===== config.mk =====
export PLATFORM = sky130hd
export DESIGN_NAME = tu_ptr_interp_mc
export DESIGN_NICKNAME = d
export VERILOG_FILES = /design/src/rtl/tu_ptr_interp_mc.sv
export SDC_FILE = /design/constraint.sdc
export NUM_CORES = 2
export LEC_CHECK = 0
export ABC_AREA = 1
export CORE_MARGIN = 2
export CORE_UTILIZATION = 48
export DETAILED_ROUTE_END_ITERATION = 8
export DONT_BUFFER_PORTS = 1
export HOLD_SLACK_MARGIN = 0.1
export PLACE_DENSITY = 0.71
export SLEW_MARGIN = 20
export SYNTH_ARGS = -nofsm -noshare
export SYNTH_HDL_FRONTEND = slang
export SYNTH_SLANG_ARGS = --single-unit

===== constraint.sdc =====
create_clock -name clk -period 96.2 [get_ports clk]
set_input_delay 4.81 -clock clk [delete_from_list [all_inputs] [get_ports clk]]
set_output_delay 4.81 -clock clk [all_outputs]
set_load 0.02 [all_outputs]

===== src/rtl/tu_ptr_interp_mc.sv =====
// Time-multiplexed TU/AU pointer interpreter: NCH channels share one evaluation datapath,
// per-channel state is held in arrays and read-modify-written on each V2/H2 byte.
module tu_ptr_interp_mc #(
    parameter int          NCH       = 21,
    parameter int          CHW       = 5,
    parameter int          MAXOFFSET = 139,
    parameter int          NINV      = 8,
    parameter int          NNDF      = 8,
    parameter int          HOLDOFF   = 3,
    parameter bit          SS_CHK    = 1'b0,
    parameter logic [1:0]  SS_VAL    = 2'b10
) (
    input  logic           clk,
    input  logic           rst,
    input  logic           ptr_vld,
    input  logic [CHW-1:0] ptr_ch,
    input  logic           ptr_sel,
    input  logic [7:0]     ptr_byte,
    output logic           out_vld,
    output logic [CHW-1:0] out_ch,
    output logic [9:0]     out_offset,
    output logic           out_inc,
    output logic           out_dec,
    output logic           out_ndf,
    output logic [NCH-1:0] lop_vec,
    output logic [NCH-1:0] ais_vec
);

    typedef enum logic [1:0] {ST_NORM = 2'd0, ST_LOP = 2'd1, ST_AIS = 2'd2} st_t;
    typedef enum logic [2:0] {EV_AIS, EV_NDF, EV_INC, EV_DEC, EV_NORM, EV_NEW, EV_INV} ev_t;

    localparam logic [9:0] MAXO = 10'(MAXOFFSET);
    localparam logic [7:0] HOLD = 8'(HOLDOFF);

    function automatic logic [2:0] ones4(input logic [3:0] v);
        return 3'(v[0]) + 3'(v[1]) + 3'(v[2]) + 3'(v[3]);
    endfunction

    function automatic logic [2:0] ones5(input logic [4:0] v);
        return 3'(v[0]) + 3'(v[1]) + 3'(v[2]) + 3'(v[3]) + 3'(v[4]);
    endfunction

    function automatic logic [7:0] sat_inc(input logic [7:0] c);
        return (c == 8'hFF) ? c : c + 8'd1;
    endfunction

    function automatic logic [9:0] wrap_inc(input logic [9:0] o);
        return (o >= MAXO) ? 10'd0 : o + 10'd1;
    endfunction

    function automatic logic [9:0] wrap_dec(input logic [9:0] o);
        return (o == 10'd0) ? MAXO : o - 10'd1;
    endfunction

    st_t            st_q      [NCH];
    logic [9:0]     off_q     [NCH];
    logic [9:0]     cand_q    [NCH];
    logic [7:0]     v1_q      [NCH];
    logic [7:0]     hold_q    [NCH];
    logic [7:0]     cnt_inv_q [NCH];
    logic [7:0]     cnt_ndf_q [NCH];
    logic [7:0]     cnt_new_q [NCH];
    logic [7:0]     cnt_ais_q [NCH];
    logic [NCH-1:0] v1_seen_q;

    logic           ch_ok, byte_ok, eval_p0;
    logic [CHW-1:0] idx;
    logic [7:0]     v1;
    logic [9:0]     p, x;
    logic [2:0]     i_cnt, d_cnt;
    logic           ndf_norm, ndf_en, inrange;
    ev_t            ev;

    st_t            st_n;
    logic [9:0]     off_n, cand_n;
    logic [7:0]     hold_n, inv_n, ndfc_n, new_n, ais_n;
    logic           inc_s, dec_s, ndf_s;

    assign ch_ok   = int'(ptr_ch) < NCH;
    assign byte_ok = ptr_vld && ch_ok;
    assign eval_p0 = byte_ok && ptr_sel;
    assign idx     = ch_ok ? ptr_ch : '0;

    // Stage 0: decode the pointer pair against the channel's stored offset
    assign v1       = v1_q[idx];
    assign p        = {v1[1:0], ptr_byte};
    assign x        = p ^ off_q[idx];
    assign i_cnt    = ones5({x[9], x[7], x[5], x[3], x[1]});
    assign d_cnt    = ones5({x[8], x[6], x[4], x[2], x[0]});
    assign ndf_norm = ones4(~(v1[7:4] ^ 4'b0110)) >= 3'd3;
    assign ndf_en   = ones4(~(v1[7:4] ^ 4'b1001)) >= 3'd3;
    assign inrange  = (p <= MAXO) && (!SS_CHK || (v1[3:2] == SS_VAL));

    always_comb begin
        ev = EV_INV;
        if (!v1_seen_q[idx])
            ev = EV_INV;
        else if ({v1, ptr_byte} == 16'hFFFF)
            ev = EV_AIS;
        else if (ndf_en && inrange)
            ev = EV_NDF;
        else if (ndf_norm && i_cnt >= 3'd3 && d_cnt <= 3'd2 && hold_q[idx] == 8'd0 && st_q[idx] == ST_NORM)
            ev = EV_INC;
        else if (ndf_norm && d_cnt >= 3'd3 && i_cnt <= 3'd2 && hold_q[idx] == 8'd0 && st_q[idx] == ST_NORM)
            ev = EV_DEC;
        else if (ndf_norm && inrange)
            ev = (p == off_q[idx]) ? EV_NORM : EV_NEW;
    end

    // Next-state for the channel under evaluation
    always_comb begin
        st_n   = st_q[idx];
        off_n  = off_q[idx];
        cand_n = cand_q[idx];
        hold_n = (hold_q[idx] != 8'd0) ? hold_q[idx] - 8'd1 : 8'd0;
        inv_n  = cnt_inv_q[idx];
        ndfc_n = cnt_ndf_q[idx];
        new_n  = cnt_new_q[idx];
        ais_n  = cnt_ais_q[idx];
        case (ev)
            EV_AIS: begin
                ais_n  = sat_inc(cnt_ais_q[idx]);
                inv_n  = 8'd0;
                ndfc_n = 8'd0;
                new_n  = 8'd0;
                if (ais_n >= 8'd3)
                    st_n = ST_AIS;
            end
            EV_NDF: begin
                ndfc_n = sat_inc(cnt_ndf_q[idx]);
                inv_n  = 8'd0;
                new_n  = 8'd0;
                ais_n  = 8'd0;
                if (st_q[idx] == ST_AIS) begin
                    st_n   = ST_NORM;
                    off_n  = p;
                    hold_n = HOLD;
                end else if (st_q[idx] == ST_NORM) begin
                    off_n  = p;
                    hold_n = HOLD;
                    if (ndfc_n >= 8'(NNDF))
                        st_n = ST_LOP;
                end
            end
            EV_INC, EV_DEC: begin
                inv_n  = 8'd0;
                ndfc_n = 8'd0;
                new_n  = 8'd0;
                ais_n  = 8'd0;
                off_n  = (ev == EV_INC) ? wrap_inc(off_q[idx]) : wrap_dec(off_q[idx]);
                hold_n = HOLD;
            end
            EV_NORM, EV_NEW: begin
                inv_n  = 8'd0;
                ndfc_n = 8'd0;
                ais_n  = 8'd0;
                if (st_q[idx] == ST_NORM && ev == EV_NORM) begin
                    new_n = 8'd0;
                end else begin
                    if (p == cand_q[idx]) begin
                        new_n = sat_inc(cnt_new_q[idx]);
                    end else begin
                        cand_n = p;
                        new_n  = 8'd1;
                    end
                    // Third identical pointer: adopt it and (re)enter NORM
                    if (new_n >= 8'd3) begin
                        off_n = p;
                        st_n  = ST_NORM;
                        new_n = 8'd0;
                    end
                end
            end
            default: begin
                inv_n = sat_inc(cnt_inv_q[idx]);
                ais_n = 8'd0;
                new_n = 8'd0;
                if (st_q[idx] != ST_LOP && inv_n >= 8'(NINV))
                    st_n = ST_LOP;
            end
        endcase
    end

    always_comb begin
        inc_s = eval_p0 && (ev == EV_INC);
        dec_s = eval_p0 && (ev == EV_DEC);
        ndf_s = eval_p0 && (ev == EV_NDF) && (st_n == ST_NORM);
    end

    // Stage 1: commit channel state and register the result
    always_ff @(posedge clk or posedge rst) begin
        if (rst) begin
            for (int i = 0; i < NCH; i++) begin
                st_q[i]      <= ST_LOP;
                off_q[i]     <= 10'd0;
                hold_q[i]    <= 8'd0;
                cnt_inv_q[i] <= 8'd0;
                cnt_ndf_q[i] <= 8'd0;
                cnt_new_q[i] <= 8'd0;
                cnt_ais_q[i] <= 8'd0;
            end
            v1_seen_q  <= '0;
            out_vld    <= 1'b0;
            out_ch     <= '0;
            out_offset <= 10'd0;
            out_inc    <= 1'b0;
            out_dec    <= 1'b0;
            out_ndf    <= 1'b0;
        end else begin
            out_vld <= eval_p0;
            out_inc <= inc_s;
            out_dec <= dec_s;
            out_ndf <= ndf_s;
            if (byte_ok && !ptr_sel)
                v1_seen_q[idx] <= 1'b1;
            if (eval_p0) begin
                out_ch         <= ptr_ch;
                out_offset     <= off_n;
                st_q[idx]      <= st_n;
                off_q[idx]     <= off_n;
                hold_q[idx]    <= hold_n;
                cnt_inv_q[idx] <= inv_n;
                cnt_ndf_q[idx] <= ndfc_n;
                cnt_new_q[idx] <= new_n;
                cnt_ais_q[idx] <= ais_n;
                v1_seen_q[idx] <= 1'b0;
            end
        end
    end

    always_ff @(posedge clk) begin
        if (byte_ok && !ptr_sel)
            v1_q[idx] <= ptr_byte;
        if (eval_p0)
            cand_q[idx] <= cand_n;
    end

    for (genvar g = 0; g < NCH; g++) begin : g_alarm
        assign lop_vec[g] = (st_q[g] == ST_LOP);
        assign ais_vec[g] = (st_q[g] == ST_AIS);
    end

endmodule


==> flow_metrics.env <==
export IMPL_start_util=0.484
export IMPL_synth_edf_count=378
export IMPL_placementRows=141
export IMPL_r2r_cells=26
export IMPL_finalHoldViolCount=0
export IMPL_endpoint_kind="flip-flop"
export IMPL_ctsHoldBuffers=0
export IMPL_grt_overflow=0
export IMPL_fillCellCount=13391
export IMPL_async_reset_ff_frac=0.750
export IMPL_syn_to_final_growth_pct=8.18
export IMPL_fmax_ghz=0.0781
export IMPL_antenna_found_initial=7
export IMPL_final_common_cell="nand2_1"
export IMPL_mappedNetlistArea_sq_um=71600
export IMPL_firstDrtPassIters=8
export IMPL_coreArea_sq_um=148000
export IMPL_hp_class="flip-flop to flip-flop"
export IMPL_ys_seq_area_frac=0.554
export IMPL_synthCells=8775
export IMPL_drive_gt1_frac=0.0682
export IMPL_post_route_drc_count=0
export IMPL_die_h_um=390
export IMPL_die_area_sq_um=152000
export IMPL_vias=60943
export IMPL_rsz0062_at_grt="no"
export IMPL_finalSetupViolations=0
export IMPL_yosysWarnings=0
export IMPL_dpl_worst_slack_ns=82.56
export IMPL_grt_max_degree=167
export IMPL_portBuffers=0
export IMPL_cts_resized_gates=0
export IMPL_worstMarginPinSlew_ns=1.17
export IMPL_p_per_area_nw_per_um2=21.1
export IMPL_cts_tree="yes"
export IMPL_gp_congestion=0.977
export IMPL_avgSynthCellArea_sq_um=8.16
export IMPL_arrival_ns=13.29
export IMPL_fin_crit_sh=0.133
export IMPL_wl_per_cell_um=23.5
export IMPL_vdd_drop_max_mv=0.0184
export IMPL_fin_crit_ns=12.80
export IMPL_h_tree_depth=4
export IMPL_nNetsFinal=8550
export IMPL_pin_count=78
export IMPL_synth_nets=8815
export IMPL_dpl_hpwl_um=143000
export IMPL_cts_path_max_buffers=3
export IMPL_grt_total_usage=0.325
export IMPL_grt_pass1_wl_um=370000
export IMPL_ys_ff_latch=1510
export IMPL_cts_inserted_buffers=157
export IMPL_reg2reg_slack_ns=89.95
export IMPL_clkTransAtPathRegs_ns=0.06
export IMPL_ctsRootBufferMaster="clkbuf_16"
export IMPL_critPathMaxFanout=77
export IMPL_insertion_delay_ns=0.83
export IMPL_chipWidth_um=390
export IMPL_hold_depth=2
export IMPL_leakagePower_nw=37.3
export IMPL_outcome="completed"
export IMPL_drt_vias_per_instance=5.77
export IMPL_synth_ff_type="dfrtp_1"
export IMPL_relSlewSlack=0.218
export IMPL_setup_slack_ns=83.40
export IMPL_fin_setup_tns_ns=0
export IMPL_grt_pass1_vias=57966
export IMPL_yosysUniqueCellTypes=66
export IMPL_cts_sinks=1510
export IMPL_n_antenna_cell=0
export IMPL_cp_required_ns=96.69
export IMPL_drtAntennaViolNets=0
export IMPL_cap_violations=0
export IMPL_crit_type="input pin to flip-flop"
export IMPL_wirelength_um=249000
export IMPL_dr_first_iter_drc_count=8252
export IMPL_fin_skew_ns=0.0612
export IMPL_layout_common_cells="nand2_1, dfrtp_1, inv_1"
export IMPL_slew_viol_final=0
export IMPL_critPathLaunchType="input pin"
export IMPL_post_cts_buffers=0
-- cells by family (layout without fill, tap and decap cells) --
family,Yosys count,after routing,synth area share
flops,1510,1510,0.554
mux,3,3,0.000419
buf+inv,1313,1174,0.0825
xor+xnor,12,12,0.00147
fa+ha+maj,23,23,0.00454
compound gates,1091,1091,0.0813
simple gates,4823,4823,0.276
-- layer usage --
metal,global-route usage,vias up,share of wire
met5,0,-,0.00031
met3,0.0837,831,0.12
li1,-,27151,-
met2,0.489,3726,0.43
met4,0.165,6,0.057
met1,0.437,29229,0.39
-- per-stage QoR --
stage	hold slack (ns)	utilization	instance area, sq um	power [W]	instances
after floorplan	0.427	-	71600	0.000949	8775
after global placement	0.444	0.488	72300	0.00101	10280
after detailed placement	0.447	0.488	72300	0.00102	10280
after CTS	0.463	0.523	77500	0.00163	10565
after global routing	0.478	0.524	77500	0.00170	10566
final	0.461	0.524	77500	0.00164	10566
-- registers in the layout, summed over array words and instances (netlist names), 5 cells and up, named ones only --
signal	cells
out_offset	10
v1_q	168
hold_q	168
out_ch	5
cnt_inv_q	168
off_q	210
cnt_ais_q	168
cnt_ndf_q	168
cand_q	210
st_q	42
v1_seen_q	14
cnt_new_q	168
-- power by group --
group | switching, W | internal [W] | total, W
Sequential | 0.0000326 | 0.000721 | 0.000754
Clock | 0.000263 | 0.000355 | 0.000618
Combinational | 0.000193 | 0.0000716 | 0.000264
-- worst paths after layout --
kind | startpoint | end
worst min register to register | cnt_new_q[155]$_DFFE_PP0P_ | cnt_new_q[155]$_DFFE_PP0P_
min in group asynchronous | rst | hold_q[70]$_DFFE_PP0P_
worst min-delay path | cnt_new_q[155]$_DFFE_PP0P_ | cnt_new_q[155]$_DFFE_PP0P_
max in group asynchronous | rst | cnt_inv_q[61]$_DFFE_PP0P_
worst max-delay path | ptr_ch[0] | cand_q[8][7]$_DFFE_PP_
worst max register to register | off_q[136]$_DFFE_PP0P_ | cand_q[8][7]$_DFFE_PP_
-- synth_stat cells, drive strengths merged (5+ instances only) --
| master | instances | area, sq um |
|---|---|---|
| a41oi | 8 | 77.6 |
| o21ai | 798 | 4040 |
| nand2 | 3686 | 14000 |
| clkinv | 12 | 45.0 |
| inv | 748 | 2820 |
| clkbuf | 224 | 841 |
| nand3b | 68 | 510 |
| or2 | 7 | 43.8 |
| nor3 | 34 | 186 |
| fa | 5 | 100 |
| xor2 | 9 | 78.8 |
| o211ai | 11 | 106 |
| nor2 | 537 | 2170 |
| a21oi | 151 | 759 |
| o22ai | 78 | 507 |
| dfrtp | 1111 | 27800 |
| edfxtp | 378 | 11400 |
| o31ai | 12 | 90.1 |
| dfstp | 21 | 552 |
| ha | 18 | 225 |
| buf | 326 | 2170 |
| a31oi | 10 | 62.6 |
| nand4 | 120 | 772 |
| nand3 | 367 | 2060 |
| o21a | 6 | 45.0 |
-- critical path: stages --
cell and delay (ns):
inv_8 0.03, nand2_4 0.30, nand2_2 0.14, nand2_4 0.13, nand2_8 0.40, nand2_4 0.45
inv_4 0.35, buf_4 0.45, nand2_2 0.12, buf_4 0.63, nor2_1 0.14, o31ai_1 0.25
o21ai_0 0.15, a211oi_1 0.44, fa_1 0.51, ha_1 0.23, ha_1 0.29, a21oi_1 0.37
inv_1 0.11, o211ai_1 0.11, inv_1 0.10, o211ai_4 0.21, nand4_1 0.17, inv_1 0.49
nand2_1 0.11, inv_1 0.21, nand2_1 0.60, o21ai_2 0.87
-- final cells by class --
class / count / area [sq um] / share of cell area
well taps: 1930 / 2410 / 0.0312
repair buffers: 129 / 1020 / 0.0132
multi-input cells: 5952 / 26300 / 0.339
clock inverters: 54 / 609 / 0.00786
clock buffers: 231 / 4570 / 0.0590
inverters: 760 / 2890 / 0.0372
flip-flops and latches: 1510 / 39700 / 0.512
Power figures use the tool's default switching activity.
